[config.mk]
export PLATFORM = sky130hd
export DESIGN_NAME = hdlc_rx_frame_ctrl
export DESIGN_NICKNAME = d
export VERILOG_FILES = /design/src/rtl/hdlc_rx_frame_ctrl.sv
export SDC_FILE = /design/constraint.sdc
export NUM_CORES = 1
export LEC_CHECK = 0
export CORE_UTILIZATION = 49
export CTS_CLUSTER_DIAMETER = 120
export DETAILED_ROUTE_END_ITERATION = 12
export HOLD_SLACK_MARGIN = 0.06
export PLACE_DENSITY = 0.79
export SETUP_SLACK_MARGIN = 0.15
export SLEW_MARGIN = 20
export SYNTH_ARGS = -nofsm -noshare
export SYNTH_HDL_FRONTEND = slang
export SYNTH_SLANG_ARGS = --single-unit
export TNS_END_PERCENT = 1
[constraint.sdc]
create_clock -name Clk -period 2.2 [get_ports Clk]
set_input_delay 0.33 -clock Clk [delete_from_list [all_inputs] [get_ports Clk]]
set_output_delay 0.33 -clock Clk [all_outputs]
set_load 0.005 [all_outputs]
[src/rtl/hdlc_rx_frame_ctrl.sv]
// ---------------------------------------------------------------------------
// hdlc_rx_frame_ctrl
// Frame-level sequencer for the HDLC receive path. It sits between the
// bit-level decoder (flag / abort / byte events) and the Rx buffer and
// register block. It frames incoming bytes, strobes them into the buffer,
// checks frame length and FCS result, and raises the Rx status bits.
//
// Ports
//   Clk, Rst        : system clock, synchronous active-high reset
//   Rx_Enable       : receiver enable from the control register
//   Rx_FlagDetect   : 1-cycle pulse, flag decoded
//   Rx_AbortDetect  : 1-cycle pulse, abort decoded
//   Rx_NewByte      : 1-cycle pulse, de-stuffed byte valid on Rx_Data
//   Rx_Data         : decoded byte
//   Rx_FCSen        : last two bytes of a frame are FCS
//   Rx_FCSErr       : FCS checker result, sampled with the closing flag
//   Rx_Drop         : host discards the current / held frame
//   Rx_ReadDone     : host finished reading the held frame
//   Rx_ValidFrame   : high while a frame is being received
//   Rx_WrBuff       : buffer write strobe, Rx_DataBuff is the byte
//   Rx_EoF          : 1-cycle pulse when a frame ends (flag or abort)
//   Rx_FrameSize    : payload byte count of the last frame
//   Rx_Ready        : good frame waiting in the buffer
//   Rx_Overflow     : frame exceeded MAX_BYTES
//   Rx_AbortSignal  : frame was aborted
//   Rx_FrameError   : FCS error or frame shorter than MIN_BYTES
// ---------------------------------------------------------------------------
module hdlc_rx_frame_ctrl #(
    parameter int MAX_BYTES = 128,
    parameter int MIN_BYTES = 4,
    parameter int SIZE_W    = 8
) (
    input  logic              Clk,
    input  logic              Rst,
    input  logic              Rx_Enable,
    input  logic              Rx_FlagDetect,
    input  logic              Rx_AbortDetect,
    input  logic              Rx_NewByte,
    input  logic [7:0]        Rx_Data,
    input  logic              Rx_FCSen,
    input  logic              Rx_FCSErr,
    input  logic              Rx_Drop,
    input  logic              Rx_ReadDone,
    output logic              Rx_ValidFrame,
    output logic              Rx_WrBuff,
    output logic [7:0]        Rx_DataBuff,
    output logic              Rx_EoF,
    output logic [SIZE_W-1:0] Rx_FrameSize,
    output logic              Rx_Ready,
    output logic              Rx_Overflow,
    output logic              Rx_AbortSignal,
    output logic              Rx_FrameError
);

    typedef enum logic [1:0] {IDLE, SYNC, FRAME, HOLD} state_t;

    state_t            r_state, w_state;
    logic [SIZE_W-1:0] r_count, w_count;
    logic              r_validFrame, w_validFrame;
    logic              r_wrBuff, w_wrBuff;
    logic [7:0]        r_dataBuff, w_dataBuff;
    logic              r_eof, w_eof;
    logic [SIZE_W-1:0] r_frameSize, w_frameSize;
    logic              r_ready, w_ready;
    logic              r_overflow, w_overflow;
    logic              r_abortSignal, w_abortSignal;
    logic              r_frameError, w_frameError;

    // Close-of-frame checks: the length test uses the raw byte count
    // (FCS included); the reported size strips the FCS, never below zero.
    logic              w_closeErr;
    logic [SIZE_W-1:0] w_closeSize;

    assign w_closeErr  = (Rx_FCSen & Rx_FCSErr) | (r_count < SIZE_W'(MIN_BYTES));
    assign w_closeSize = !Rx_FCSen                 ? r_count :
                         (r_count >= SIZE_W'(2))   ? r_count - SIZE_W'(2) :
                                                     '0;

    // State and every output are registered together, so each decoder or
    // host event shows up on the outputs exactly one cycle later.
    always_ff @(posedge Clk) begin
        if (Rst) begin
            r_state       <= IDLE;
            r_count       <= '0;
            r_validFrame  <= 1'b0;
            r_wrBuff      <= 1'b0;
            r_dataBuff    <= '0;
            r_eof         <= 1'b0;
            r_frameSize   <= '0;
            r_ready       <= 1'b0;
            r_overflow    <= 1'b0;
            r_abortSignal <= 1'b0;
            r_frameError  <= 1'b0;
        end else begin
            r_state       <= w_state;
            r_count       <= w_count;
            r_validFrame  <= w_validFrame;
            r_wrBuff      <= w_wrBuff;
            r_dataBuff    <= w_dataBuff;
            r_eof         <= w_eof;
            r_frameSize   <= w_frameSize;
            r_ready       <= w_ready;
            r_overflow    <= w_overflow;
            r_abortSignal <= w_abortSignal;
            r_frameError  <= w_frameError;
        end
    end

    // Next-state and next-output logic. Status bits hold by default; the
    // write strobe and EoF are pulses and default low. Host actions (Drop,
    // disable) are handled ahead of decoder events, and among decoder
    // events abort beats flag beats byte, so a losing byte is never written.
    always_comb begin
        w_state       = r_state;
        w_count       = r_count;
        w_validFrame  = r_validFrame;
        w_wrBuff      = 1'b0;
        w_dataBuff    = r_dataBuff;
        w_eof         = 1'b0;
        w_frameSize   = r_frameSize;
        w_ready       = r_ready;
        w_overflow    = r_overflow;
        w_abortSignal = r_abortSignal;
        w_frameError  = r_frameError;

        case (r_state)
            IDLE: begin
                if (Rx_FlagDetect && Rx_Enable) begin
                    w_state = SYNC;
                end
            end

            SYNC, FRAME: begin
                if (Rx_Drop) begin
                    w_state       = IDLE;
                    w_validFrame  = 1'b0;
                    w_ready       = 1'b0;
                    w_overflow    = 1'b0;
                    w_abortSignal = 1'b0;
                    w_frameError  = 1'b0;
                end else if (!Rx_Enable) begin
                    w_state      = IDLE;
                    w_validFrame = 1'b0;
                end else if (Rx_AbortDetect) begin
                    w_state = IDLE;
                    if (r_state == FRAME) begin
                        w_abortSignal = 1'b1;
                        w_eof         = 1'b1;
                        w_validFrame  = 1'b0;
                        w_ready       = 1'b0;
                        w_frameSize   = '0;
                    end
                end else if (Rx_FlagDetect) begin
                    // In FRAME this is the closing flag; a bad frame reuses
                    // it as the opening flag of the next one.
                    if (r_state == FRAME) begin
                        w_eof        = 1'b1;
                        w_validFrame = 1'b0;
                        w_frameSize  = w_closeSize;
                        w_frameError = w_closeErr;
                        w_ready      = !w_closeErr;
                        w_state      = w_closeErr ? SYNC : HOLD;
                    end
                end else if (Rx_NewByte) begin
                    if (r_state == SYNC) begin
                        w_state       = FRAME;
                        w_validFrame  = 1'b1;
                        w_wrBuff      = 1'b1;
                        w_dataBuff    = Rx_Data;
                        w_count       = SIZE_W'(1);
                        w_overflow    = 1'b0;
                        w_abortSignal = 1'b0;
                        w_frameError  = 1'b0;
                    end else if (r_count < SIZE_W'(MAX_BYTES)) begin
                        w_wrBuff   = 1'b1;
                        w_dataBuff = Rx_Data;
                        w_count    = r_count + SIZE_W'(1);
                    end else begin
                        w_overflow = 1'b1;
                    end
                end
            end

            HOLD: begin
                if (Rx_ReadDone || Rx_Drop) begin
                    w_state     = IDLE;
                    w_ready     = 1'b0;
                    w_overflow  = 1'b0;
                    w_frameSize = '0;
                end
            end

            default: begin
                w_state = IDLE;
            end
        endcase
    end

    assign Rx_ValidFrame  = r_validFrame;
    assign Rx_WrBuff      = r_wrBuff;
    assign Rx_DataBuff    = r_dataBuff;
    assign Rx_EoF         = r_eof;
    assign Rx_FrameSize   = r_frameSize;
    assign Rx_Ready       = r_ready;
    assign Rx_Overflow    = r_overflow;
    assign Rx_AbortSignal = r_abortSignal;
    assign Rx_FrameError  = r_frameError;

endmodule

==> impl_metrics.env, run 1 <==
export IMPL_hold_path_class="reg2reg"
export IMPL_synth_seq_area_share=0.3737
export IMPL_grt_max_degree=16
export IMPL_start_kind="flip-flop"
export IMPL_core_area_um2=3390
export IMPL_clock_path_buffers=2
export IMPL_htree_levels=2
export IMPL_clk_latency_ns=0.34
export IMPL_synth_enable_flop_cells=0
export IMPL_synth_warnings=0
export IMPL_die_w_um=62.07
export IMPL_synth_area_um2=1768
export IMPL_synth_seq_cells=33
export IMPL_worstMarginPinSlew_ns=0.5434
export IMPL_power_density_nw_per_um2=494.4
export IMPL_synth_cells=203
export IMPL_wl_um=3868
export IMPL_initial_utilization=0.5216
export IMPL_cts_buffers=5
export IMPL_ant_nets=0
export IMPL_grt_pass1_wl_um=6099
export IMPL_clkSlewWorstSetupHoldPaths_ns=0.11
export IMPL_antenna_found_initial=0
export IMPL_synth_main_ff_cell="dfxtp_1"
export IMPL_timing_final_crit_share=0.8693
export IMPL_antenna_cells=0
export IMPL_cts_tree="yes"
export IMPL_die_area_um2=3852
export IMPL_outcome="complete, no violations"
export IMPL_synth_async_reset_ratio=0
export IMPL_synthTopCellsByCount="34 x nor2_1, 33 x dfxtp_1, 10 x clkbuf_1, 10 x inv_1, 10 x mux2i_1"
export IMPL_viasPerCell=5.342
export IMPL_required_ns=2.47
export IMPL_die_h_um=62.07
export IMPL_path_class="reg2reg"
export IMPL_drc=0
export IMPL_vias=1560
export IMPL_cts_hold_buf=0
export IMPL_syn_num_nets=230
export IMPL_max_freq_mhz=522.9
export IMPL_yosysMostFrequentCell="nor2_1"
export IMPL_maxCapViolCount=0
export IMPL_p_leak_nw=0.8943
export IMPL_rows=21
export IMPL_ys_types=44
export IMPL_gp_congestion=0.8662
export IMPL_setup_violations=0
export IMPL_dr_first_iter_drc_count=93
export IMPL_end_kind="flip-flop"
export IMPL_portBuffers=40
export IMPL_cts_sinks=33
export IMPL_crit_fanout=11
export IMPL_area_growth_synth_to_final_pct=29.72
export IMPL_final_max_slew_viol_count=0
export IMPL_postCtsSetupBuffers=0
export IMPL_setup_tns_ns=0
export IMPL_yosysTopAreaCellShare=0.3737
export IMPL_irDropWorstVdd_mv=0.3548
export IMPL_postSynthAreaPerCell_um2=8.709
export IMPL_drt_first_pass_iters=4
export IMPL_crit_arrival_ns=2.18
export IMPL_clock_root_buffer="clkbuf_4"
export IMPL_grt_usage=0.2169
export IMPL_grt_pass1_vias=1355
export IMPL_io_pins=41
export IMPL_wl_per_cell_um=13.25
export IMPL_final_instance_count_excl_fill=292
export IMPL_drive_gt1_frac=0.1057
export IMPL_rsz0062_at_grt="false"
export IMPL_grt_overflow=0
export IMPL_post_route_min_period_ns=1.912
export IMPL_dp_hpwl_um=2788
export IMPL_fin_skew_ns=0.009086
export IMPL_synthTopCellsByArea="dfxtp_1 37%, nor2_1 7.2%, ha_1 6.4%, mux2i_1 5.7%, a22oi_1 3.8%"
export IMPL_hold_violations=0
export IMPL_dp_cells=284
export IMPL_yosysTopAreaCell="dfxtp_1"
export IMPL_slew_headroom=0.6366
export IMPL_nets=272
flip-flops by register name, indices dropped and copies added, names as in the netlist:
| name | flops |
|---|---|
| Rx_DataBuff | 8 |
| Rx_FrameSize | 8 |
| r_count | 8 |
| r_state | 2 |
| Rx_AbortSignal | 1 |
| Rx_EoF | 1 |
| Rx_FrameError | 1 |
| Rx_Overflow | 1 |
| Rx_Ready | 1 |
| Rx_ValidFrame | 1 |
| Rx_WrBuff | 1 |
power by group:
| part | leakage (nW) | internal (mW) | switching [mW] |
|---|---|---|---|
| sequential | 0.267 | 0.606 | 0.00765 |
| clock | 0.0320 | 0.122 | 0.202 |
| combinational | 0.595 | 0.0948 | 0.102 |
| total | 0.894 | 0.823 | 0.311 |
cell families (layout without fill, tap and decap cells):
family	after synthesis	count (layout)	share of synthesized area
AND/OR/NAND/NOR	76	76	0.2243
AO/OA/AOI/OAI	41	41	0.1734
flip-flops	33	33	0.3737
buffers and inverters	25	68	0.06370
multiplexers	10	10	0.05662
adder cells (fa/ha/maj)	9	9	0.06370
XOR/XNOR	9	9	0.04459
final cells by class:
cell class / count / area, µm²
fill: 264 / 1096
multi-input combinational: 145 / 1006
inverter: 10 / 37.54
timing repair buffer: 50 / 475.5
clock buffer: 6 / 41.29
clock inverter: 2 / 10.01
tap: 46 / 57.56
sequential: 33 / 665.6
cell usage in the layout, fill, tap and decap left out, types with 3 or more instances in the layout:
cell	n
nand3_1	4
nand2_1	9
nand2b_1	4
buf_4	10
a21oi_1	8
o21ai_1	4
inv_1	10
xnor2_1	6
xor2_1	3
nor2_1	34
ha_1	9
a211oi_1	4
mux2i_1	10
dfxtp_1	31
clkdlybuf4s50_1	40
nor4_1	4
a22oi_1	9
clkbuf_4	5
nor3_1	4
o21ai_0	3
per-layer routing:
metal	vias up	track usage	routed length, µm
li1	800	-	-
met2	29	0.3526	1890
met3	9	0.03727	107
met5	-	0	0
met1	722	0.2855	1793
met4	0	0.08571	76
path summary, 6_finish.rpt:
path / start / end / slack, ns / depth (start not counted)
setup / recovery: r_state[0] / r_count[4] / 0.29 / 6
hold / removal: Rx_AbortSignal / Rx_AbortSignal / 0.48 / 2
setup reg to reg: r_state[0] / r_count[4] / 0.29 / 6
hold reg to reg: Rx_AbortSignal / Rx_AbortSignal / 0.48 / 2
worst max-delay path, cell delays in order, from the launching register on:
cell,delay (ns)
dfxtp_4,0.39
inv_1,0.08
ha_1,0.32
and4bb_4,0.29
o2111ai_4,0.22
or3_1,0.41
a21oi_1,0.14
stage by stage:
stage                       util  worst slack [ns]  power [mW]  area (µm²)  hold slack [ns]
after CTS                 0.6752            0.1284       1.143        2288           0.4799
after global routing      0.6766            0.1922       1.192        2293           0.5020
after detailed placement  0.6567            0.1355      0.8182        2226           0.4670
final                     0.6766            0.2876       1.134        2293           0.4771
after global placement    0.6567            0.1621      0.8177        2226           0.4615
after floorplan                -            0.3461      0.7381        1768           0.4661
what timing repair did:
item / CTS / global route
resized for setup: 1 / 3
pin swaps: 0 / 1
endpoints found under the hold margin: 0 / 0
endpoints found under the setup margin: 12 / 16
(Power assumes the default switching activity.)
==> run 2, diff against run 1 <==
PLACE_DENSITY = default   (was 0.79)
PLACE_DENSITY_LB_ADDON = 0.25   (was default)
==> run 2 against run 1 <==
  * Global-route usage is 0.54 points higher
  * Non-clock buffer count up 4
  * Largest cell class unchanged
  * Cell count increased by 1.0%
==> impl_metrics.env, run 2 (synthesis gave the netlist of run 1 again) <==
export IMPL_timing_final_crit_share=0.8780
export IMPL_p_clk_frac=0.297
export IMPL_crit_fanout=12
export IMPL_cts_sinks=33
export IMPL_area_growth_synth_to_final_pct=31.63
export IMPL_rsz0062_at_grt="false"
export IMPL_die_h_um=62.07
export IMPL_dpl_cell_area_um2=2256
export IMPL_end_kind="flip-flop"
export IMPL_p_comb_frac=0.178
export IMPL_ant_nets=0
export IMPL_setup_tns_ns=0
export IMPL_crit_chain="inv_1 -> ha_1 -> and4bb_4 -> o2111ai_4 -> or3_1 -> a21oi_1"
export IMPL_antenna_found_initial=0
export IMPL_vias=1579
export IMPL_power_density_nw_per_um2=500.0
export IMPL_drc=0
export IMPL_hold_violations=0
export IMPL_io_pins=41
export IMPL_total_power_mw=1.164
export IMPL_drive_gt1_frac=0.1124
export IMPL_max_stage_delay_ns=0.40
export IMPL_mostFrequentLayoutCells="40 x clkdlybuf4s50_1, 34 x nor2_1, 33 x dfxtp_1"
export IMPL_wl_per_cell_um=12.63
export IMPL_core_area_um2=3390
export IMPL_clock_root_buffer="clkbuf_4"
export IMPL_critPathBufInv=1
export IMPL_die_area_um2=3852
export IMPL_hold_slack_ns=0.4799
export IMPL_dp_hpwl_um=2790
export IMPL_seqPwrFrac=0.524
export IMPL_clk_latency_ns=0.34
export IMPL_cp_slowest_cell="dfxtp_1"
export IMPL_crit_family="simple AND/OR/NAND/NOR gates"
export IMPL_path_class="reg2reg"
export IMPL_die_w_um=62.07
export IMPL_switchingPower_mw=0.3066
export IMPL_clock_path_buffers=2
export IMPL_nets=276
export IMPL_viasPerCell=5.353
export IMPL_drt_first_pass_iters=4
export IMPL_antenna_cells=0
export IMPL_grt_overflow=0
export IMPL_fin_skew_ns=0.01131
export IMPL_worstMarginPinSlew_ns=0.4530
export IMPL_grt_pass1_vias=1359
export IMPL_final_max_slew_viol_count=0
export IMPL_slew_headroom=0.6970
export IMPL_p_int_mw=0.8570
export IMPL_max_freq_mhz=517.7
export IMPL_p_leak_nw=0.9127
export IMPL_cts_tree="yes"
export IMPL_htree_levels=2
export IMPL_dr_first_iter_drc_count=66
export IMPL_setup_violations=0
export IMPL_crit_arrival_ns=2.20
export IMPL_post_route_min_period_ns=1.932
export IMPL_gp_congestion=0.9010
export IMPL_clkSlewWorstSetupHoldPaths_ns=0.10
export IMPL_layout_commonest_cell="clkdlybuf4s50_1"
export IMPL_grt_max_degree=14
export IMPL_cts_buffers=5
export IMPL_portBuffers=40
export IMPL_initial_utilization=0.5216
export IMPL_grt_usage=0.2224
export IMPL_finalInstanceArea_um2=2327
export IMPL_rows=21
export IMPL_irDropWorstVdd_mv=0.3755
export IMPL_outcome="complete, no violations"
export IMPL_start_kind="flip-flop"
export IMPL_maxCapViolCount=0
export IMPL_hold_path_class="reg2reg"
export IMPL_postCtsSetupBuffers=0
export IMPL_swShare=0.2635
export IMPL_cts_hold_buf=0
export IMPL_grt_pass1_wl_um=6051
export IMPL_wl_um=3727
export IMPL_required_ns=2.47
## run 2: repair_timing
item                                    in CTS  in global routing
gates resized for setup                      1                  1
endpoints found under the setup margin       2                  1
gates cloned                                 0                  0
pin swaps                                    0                  1
## run 2: path summary, 6_finish.rpt
path / from / end / slack [ns] / cells past startpoint
hold reg to reg: Rx_AbortSignal / Rx_AbortSignal / 0.48 / 2
setup / recovery: r_state[1] / r_count[4] / 0.27 / 6
hold / removal: Rx_AbortSignal / Rx_AbortSignal / 0.48 / 2
setup reg to reg: r_state[1] / r_count[4] / 0.27 / 6
## run 2: per-layer routing
layer,share of wire,track usage,wire length [µm],vias to the layer above
li1,-,-,-,807
met1,0.48,0.2823,1786,717
met2,0.45,0.3450,1661,49
met3,0.055,0.07867,206,6
met4,0.019,0.08571,72,0
met5,0,0,0,-
## run 2: per-stage QoR
| stage | util | worst slack, ns | instances |
|---|---|---|---|
| floorplan | - | 0.3461 | 203 |
| global placement | 0.6656 | 0.1245 | 288 |
| detailed placement | 0.6656 | 0.1163 | 288 |
| CTS | 0.6851 | 0.1756 | 295 |
| global route | 0.6866 | 0.1554 | 295 |
| finish | 0.6866 | 0.2684 | 295 |
## run 2: power groups by stage
stage / clock network [mW] / logic [mW] / registers (mW)
finish: 0.346 / 0.208 / 0.610
floorplan: 0 / 0.113 / 0.625
global placement: 0 / 0.200 / 0.623
detailed placement: 0 / 0.201 / 0.624
CTS: 0.355 / 0.204 / 0.610
global route: 0.390 / 0.229 / 0.611
## run 2: tightest hold or removal path: cells and delay by family (launching register included)
family	cells	cell delay, ns
compound gates	2	0.12
flops	1	0.31
## run 2: area by class of cell
type                       instances  area, µm²
timing repair buffer              54      505.5
clock buffer                       7      55.05
multi-input combinational        145       1011
tap                               46      57.56
fill                             273       1062
inverter                          10      37.54
sequential                        33      660.6
